[src/rtl/led_switch_pio.sv]
// Avalon-MM peripheral for the board LEDs and slide switches: debounced switch inputs,
// edge capture with a maskable level IRQ, and per-LED hardware blink.
module led_switch_pio #(
    parameter int N_LED      = 8,
    parameter int N_SW       = 4,
    parameter int DEB_CYCLES = 50000,
    parameter int DIV_W      = 24,
    parameter int EDGE_MODE  = 2
) (
    input  logic             clk_clk,
    input  logic             reset_reset_n,
    input  logic [2:0]       avs_address,
    input  logic             avs_read,
    input  logic             avs_write,
    input  logic [31:0]      avs_writedata,
    output logic [31:0]      avs_readdata,
    output logic [N_LED-1:0] led_array_export,
    input  logic [N_SW-1:0]  sw_array_export,
    output logic             irq
);

    localparam int CNT_W = $clog2(DEB_CYCLES);
    localparam logic [CNT_W-1:0] CNT_LAST = CNT_W'(DEB_CYCLES - 1);

    logic [N_LED-1:0] led_data;
    logic [N_LED-1:0] led_blink;
    logic [DIV_W-1:0] blink_div;
    logic [DIV_W-1:0] blink_cnt;
    logic             phase;
    logic [N_SW-1:0]  sync1;
    logic [N_SW-1:0]  sync2;
    logic [N_SW-1:0]  stable;
    logic [CNT_W-1:0] deb_cnt [N_SW];
    logic [N_SW-1:0]  accept;
    logic [N_SW-1:0]  edge_set;
    logic [N_SW-1:0]  edge_cap;
    logic [N_SW-1:0]  irq_mask;
    logic [N_SW-1:0]  cap_clr;
    logic [31:0]      rd_mux;
    logic             unused_wdata;

    assign unused_wdata = ^avs_writedata;

    logic wr_led, wr_blink, wr_div, wr_cap, wr_mask;
    assign wr_led   = avs_write && (avs_address == 3'd0);
    assign wr_blink = avs_write && (avs_address == 3'd1);
    assign wr_div   = avs_write && (avs_address == 3'd2);
    assign wr_cap   = avs_write && (avs_address == 3'd4);
    assign wr_mask  = avs_write && (avs_address == 3'd5);

    assign cap_clr = wr_cap ? avs_writedata[N_SW-1:0] : '0;

    // A switch is accepted on the edge where its counter expires while the synced level still differs.
    always_comb begin
        accept = '0;
        for (int i = 0; i < N_SW; i++) begin
            accept[i] = (sync2[i] != stable[i]) && (deb_cnt[i] == CNT_LAST);
        end
    end

    always_comb begin
        edge_set = '0;
        case (EDGE_MODE)
            0:       edge_set = accept & sync2;
            1:       edge_set = accept & ~sync2;
            default: edge_set = accept;
        endcase
    end

    always_ff @(posedge clk_clk) begin
        if (!reset_reset_n) begin
            sync1  <= '0;
            sync2  <= '0;
            stable <= '0;
            for (int i = 0; i < N_SW; i++) deb_cnt[i] <= '0;
        end else begin
            sync1 <= sw_array_export;
            sync2 <= sync1;
            for (int i = 0; i < N_SW; i++) begin
                if (sync2[i] == stable[i]) begin
                    deb_cnt[i] <= '0;
                end else if (deb_cnt[i] == CNT_LAST) begin
                    stable[i]  <= sync2[i];
                    deb_cnt[i] <= '0;
                end else begin
                    deb_cnt[i] <= deb_cnt[i] + CNT_W'(1);
                end
            end
        end
    end

    // A new edge beats a simultaneous W1C of the same bit.
    always_ff @(posedge clk_clk) begin
        if (!reset_reset_n) begin
            edge_cap <= '0;
            irq_mask <= '0;
            irq      <= 1'b0;
        end else begin
            edge_cap <= (edge_cap & ~cap_clr) | edge_set;
            if (wr_mask) irq_mask <= avs_writedata[N_SW-1:0];
            irq <= |(edge_cap & irq_mask);
        end
    end

    always_ff @(posedge clk_clk) begin
        if (!reset_reset_n) begin
            led_data         <= '0;
            led_blink        <= '0;
            blink_div        <= '0;
            blink_cnt        <= '0;
            phase            <= 1'b1;
            led_array_export <= '0;
        end else begin
            if (wr_led)   led_data  <= avs_writedata[N_LED-1:0];
            if (wr_blink) led_blink <= avs_writedata[N_LED-1:0];
            if (wr_div) begin
                blink_div <= avs_writedata[DIV_W-1:0];
                blink_cnt <= '0;
                phase     <= 1'b1;
            end else if (blink_div == '0) begin
                blink_cnt <= '0;
                phase     <= 1'b1;
            end else if (blink_cnt == blink_div) begin
                blink_cnt <= '0;
                phase     <= ~phase;
            end else begin
                blink_cnt <= blink_cnt + DIV_W'(1);
            end
            led_array_export <= led_data & ~(led_blink & {N_LED{~phase}});
        end
    end

    always_comb begin
        rd_mux = '0;
        case (avs_address)
            3'd0:    rd_mux[N_LED-1:0] = led_data;
            3'd1:    rd_mux[N_LED-1:0] = led_blink;
            3'd2:    rd_mux[DIV_W-1:0] = blink_div;
            3'd3:    rd_mux[N_SW-1:0]  = stable;
            3'd4:    rd_mux[N_SW-1:0]  = edge_cap;
            3'd5:    rd_mux[N_SW-1:0]  = irq_mask;
            default: rd_mux = '0;
        endcase
    end

    // Registered from pre-edge state, so a read alongside a write returns the old value.
    always_ff @(posedge clk_clk) begin
        if (!reset_reset_n) begin
            avs_readdata <= '0;
        end else if (avs_read) begin
            avs_readdata <= rd_mux;
        end
    end

endmodule

[config.mk]
export PLATFORM = sky130hd
export DESIGN_NAME = led_switch_pio
export DESIGN_NICKNAME = d
export VERILOG_FILES = /design/src/rtl/led_switch_pio.sv
export SDC_FILE = /design/constraint.sdc
export NUM_CORES = 1
export LEC_CHECK = 0
export CAP_MARGIN = 5
export CORE_ASPECT_RATIO = 1.25
export CORE_MARGIN = 1
export CORE_UTILIZATION = 45
export CTS_CLUSTER_SIZE = 25
export DETAILED_ROUTE_END_ITERATION = 8
export HOLD_SLACK_MARGIN = 0.1
export MAX_ROUTING_LAYER = met4
export PLACE_DENSITY = 0.65
export SLEW_MARGIN = 20
export SYNTH_ARGS = -nofsm -noshare
export SYNTH_HDL_FRONTEND = slang
export SYNTH_SLANG_ARGS = --single-unit
[constraint.sdc]
create_clock -name clk_clk -period 2.44 [get_ports clk_clk]
set_input_delay 0.61 -clock clk_clk [delete_from_list [all_inputs] [get_ports clk_clk]]
set_output_delay 0.61 -clock clk_clk [all_outputs]
set_load 0.05 [all_outputs]
==> impl_summary.log <==
INFO  metric cts_hold_repair.buffers = 0
INFO  metric dieWidth = 125 um
INFO  metric grt_first_pass_wirelength = 29500 um
INFO  metric drive_above_1_share = 6.87%
INFO  metric cts_max_level = 4
INFO  metric endpoint_arrival_time_on_the_critical_path = 1.62 ns
INFO  metric fin_crit_sh = 91.3%
INFO  metric rsz0062_at_grt = no
INFO  metric dp.final_hpwl = 12600 um
INFO  metric finalNetCount = 1069
INFO  metric wl = 17600 um
INFO  metric worst_setup_path_start_kind = flop
INFO  metric detail_route.wl_per_cell = 13.9 um
INFO  metric required = 1.83 ns
INFO  metric slowest_delay = 0.84 ns
INFO  metric synthFlopType = dfxtp_1
INFO  metric cp.buffers_inverters = 1
INFO  metric timing_worst_slew_pin_value = 0.651 ns
INFO  metric gpl.final_weighted_congestion = 0.838
INFO  metric sequential_area_share_after_synthesis = 50.5%
INFO  metric r2r_cells = 5
INFO  metric remaining_drc_errors = 17
INFO  metric slew_violations = 0
INFO  metric cts-buffers-inserted = 17
INFO  metric cp-startpoint = avs_readdata[12]
INFO  metric synth-edff-count = 64
INFO  metric relSlewSlack = 56.4%
INFO  metric syn-instance-count = 885
INFO  metric multi_input_comb_area = 4210 um2
INFO  metric final-hold-violation-count = 0
INFO  metric proportion_of_power_drawn_by_flip_flops_and_latches = 50.0%
INFO  metric switching_power = 1530 uW
INFO  metric internal_reg_to_reg_setup_slack = 0.34 ns
INFO  metric critical_path.cell_chain = clkdlybuf4s50_1
INFO  metric detailedRoute.firstPassIterationCount = 7
INFO  metric clock-root-buffer = clkbuf_16
INFO  metric tritoncts_clock_tree = yes
INFO  metric synth.top_cells.by_area = dfxtp_1, edfxtp_1, xor2_1, nand2_1, nor2_1
INFO  metric maximum_fanout_encountered_on_the_critical_timing_path = 2
INFO  metric ys.warnings.count = 0
INFO  metric timing_worst_setup_path_type = flop to output pin
INFO  metric postRouteAntennaNets = 0
INFO  metric die-height = 156 um
INFO  metric design.die.area = 19400 um2
INFO  metric postSynth.asyncResetShare = 0%
INFO  metric internal-power = 5050 uW
INFO  metric status = finished, violations left
INFO  metric fill_count = 1648
INFO  metric netlist-cell-type-count = 52
INFO  metric synth_area = 8490 um2
INFO  metric final_util = 56.3%
INFO  metric cts.reportedPaths.clkPinSlew = 0.07 ns
INFO  metric cts.path.max_buffers = 2
INFO  metric synth_common_cells = dfxtp_1, nand2_1, nor2_1
INFO  metric insertion_delay = 0.43 ns
INFO  metric post_cts_resized = 0
INFO  metric core_area = 18300 um2
INFO  metric dominant_cell_type_by_area_after_synthesis = dfxtp_1
INFO  metric drt-vias-per-instance = 4.94
INFO  metric cp-end-kind = output pin
INFO  metric pin_count_of_the_biggest_net_entering_global_routing = 42
INFO  metric min_delay_path_depth = 1
INFO  metric placement.io_buffers = 67
INFO  metric ir_drop = 0.464 mV
INFO  metric fin_tns_setup = 0 ns
INFO  metric timing.final.setup_violations = 0
INFO  metric first_global_vias = 5974
INFO  metric cts_num_sinks = 182
INFO  metric layout_min_cycle_time = 2.23 ns
INFO  metric critical_path.reg2reg.startpoint = deb_cnt[3][10]
INFO  metric combPwrFrac = 6.8%
INFO  metric p_leak = 0.00385 uW
INFO  metric cp-endpoint = avs_readdata[12]
INFO  metric antenna_cells_inserted = 0
INFO  metric synthToLayoutAreaGrowth = 21.5%
INFO  metric io_pins = 84
INFO  metric crit_path_top_delay_cell = clkdlybuf4s50_1
INFO  metric achievable-frequency = 0.449 GHz
INFO  metric setup_skew = 0.00993 ns
INFO  metric drv_cap = 0
INFO  metric power.switching_fraction = 23.3%
INFO  metric worst_r2r_endpoint = deb_cnt[3][14]
INFO  metric synth.ff_latch_count = 182
INFO  metric power.clock.fraction = 43.1%
INFO  metric power.density_cell_area = 638 nW/um2
INFO  metric path_delay_family = buffers and inverters
INFO  metric globalRoute.totalOverflow = 0
INFO  metric synthDominantCellAreaShare = 27.8%
INFO  metric post_cts.repair.setup_buffers = 0
INFO  metric yosysMostFrequentCell = dfxtp_1
INFO  metric initial_utilization = 46.4%
INFO  metric placementRows = 55
INFO  metric syn_avg_cell_area = 9.59 um2
INFO  metric hold_path_class = flop to flop
INFO  metric regArea = 4280 um2
INFO  metric worst-path-stages = 1
INFO  metric post-layout-total-power = 6580 uW
INFO  metric violated_checks = DRC
INFO  metric grtUsageTotal = 19.8%
INFO  metric via_count = 6230
INFO  metric antenna_violations_before_repair = 0
INFO  metric initialDrtViolationCount = 359
-- registers in the layout, indices dropped and copies added (netlist names) --
register,flops
deb_cnt,64
avs_readdata,24
blink_cnt,24
blink_div,24
led_array_export,8
led_blink,8
led_data,8
edge_cap,4
irq_mask,4
stable,4
sync1,4
sync2,4
irq,1
phase,1
-- layout by cell type, fill, tap and decap left out, types with 18 or more instances in the layout --
cell,instances
dfxtp_1,118
nand2_1,112
nor2_1,108
xor2_1,72
conb_1,72
clkdlybuf4s50_1,66
edfxtp_1,64
nor2b_1,60
nand3_1,40
a21boi_0,35
xnor2_1,34
a21oi_1,34
mux2i_1,22
buf_4,20
clkbuf_16,19
nor4_1,18
nand4_1,18
-- layer usage --
layer | global-route usage, % | part of all wire, % | wire length, um
met1 | 23.6 | 45 | 7820
met2 | 33.8 | 51 | 8920
met3 | 3.57 | 3.6 | 634
met4 | 7.08 | 1.2 | 204
met5 | - | 0 | 0
-- power by group through the flow --
stage / Combinational, uW / Sequential, uW / Clock [uW]
3_5_place_dp: 448 / 3360 / 0
4_1_cts: 450 / 3290 / 2900
3_3_place_gp: 446 / 3360 / 0
5_1_grt: 494 / 3300 / 3020
6_report: 449 / 3290 / 2840
2_1_floorplan: 283 / 3360 / 0
-- worst min-delay path by stage --
stage / startpoint / to / slack [ns]
floorplan: sync1[0] / sync2[0] / 0.41
global placement: sync1[0] / sync2[0] / 0.42
detailed placement: sync1[2] / sync2[2] / 0.42
CTS: sync1[2] / sync2[2] / 0.44
global route: sync1[2] / sync2[2] / 0.46
finish: sync1[2] / sync2[2] / 0.43
-- cell families after synthesis --
kind of cell / after synthesis / share of synthesized area, %
compound gates: 93 / 7.02
xor+xnor: 106 / 10.9
fa+ha+maj: 5 / 0.737
buf+inv: 55 / 3.05
flops: 182 / 50.5
mux: 27 / 3.52
other cells: 2 / 0.0885
simple gates: 415 / 24.2
-- layout make-up --
class / count / share of cell area [%]
flip-flops and latches: 182 / 41.6
multi-input cells: 718 / 40.8
repair buffers: 90 / 8.50
clock buffers: 19 / 4.61
well taps: 228 / 2.77
clock inverters: 13 / 1.34
inverters: 12 / 0.437
-- through the flow --
step	setup WS, ns	instance area [um2]	hold slack (ns)	cells
after CTS	0.193	10300	0.437	1262
after global placement	0.180	9700	0.421	1230
after global routing	0.0648	10300	0.455	1262
final	0.213	10300	0.434	1262
after floorplan	0.423	8750	0.412	955
after detailed placement	0.174	9700	0.421	1230
(Power assumes the default switching activity.)
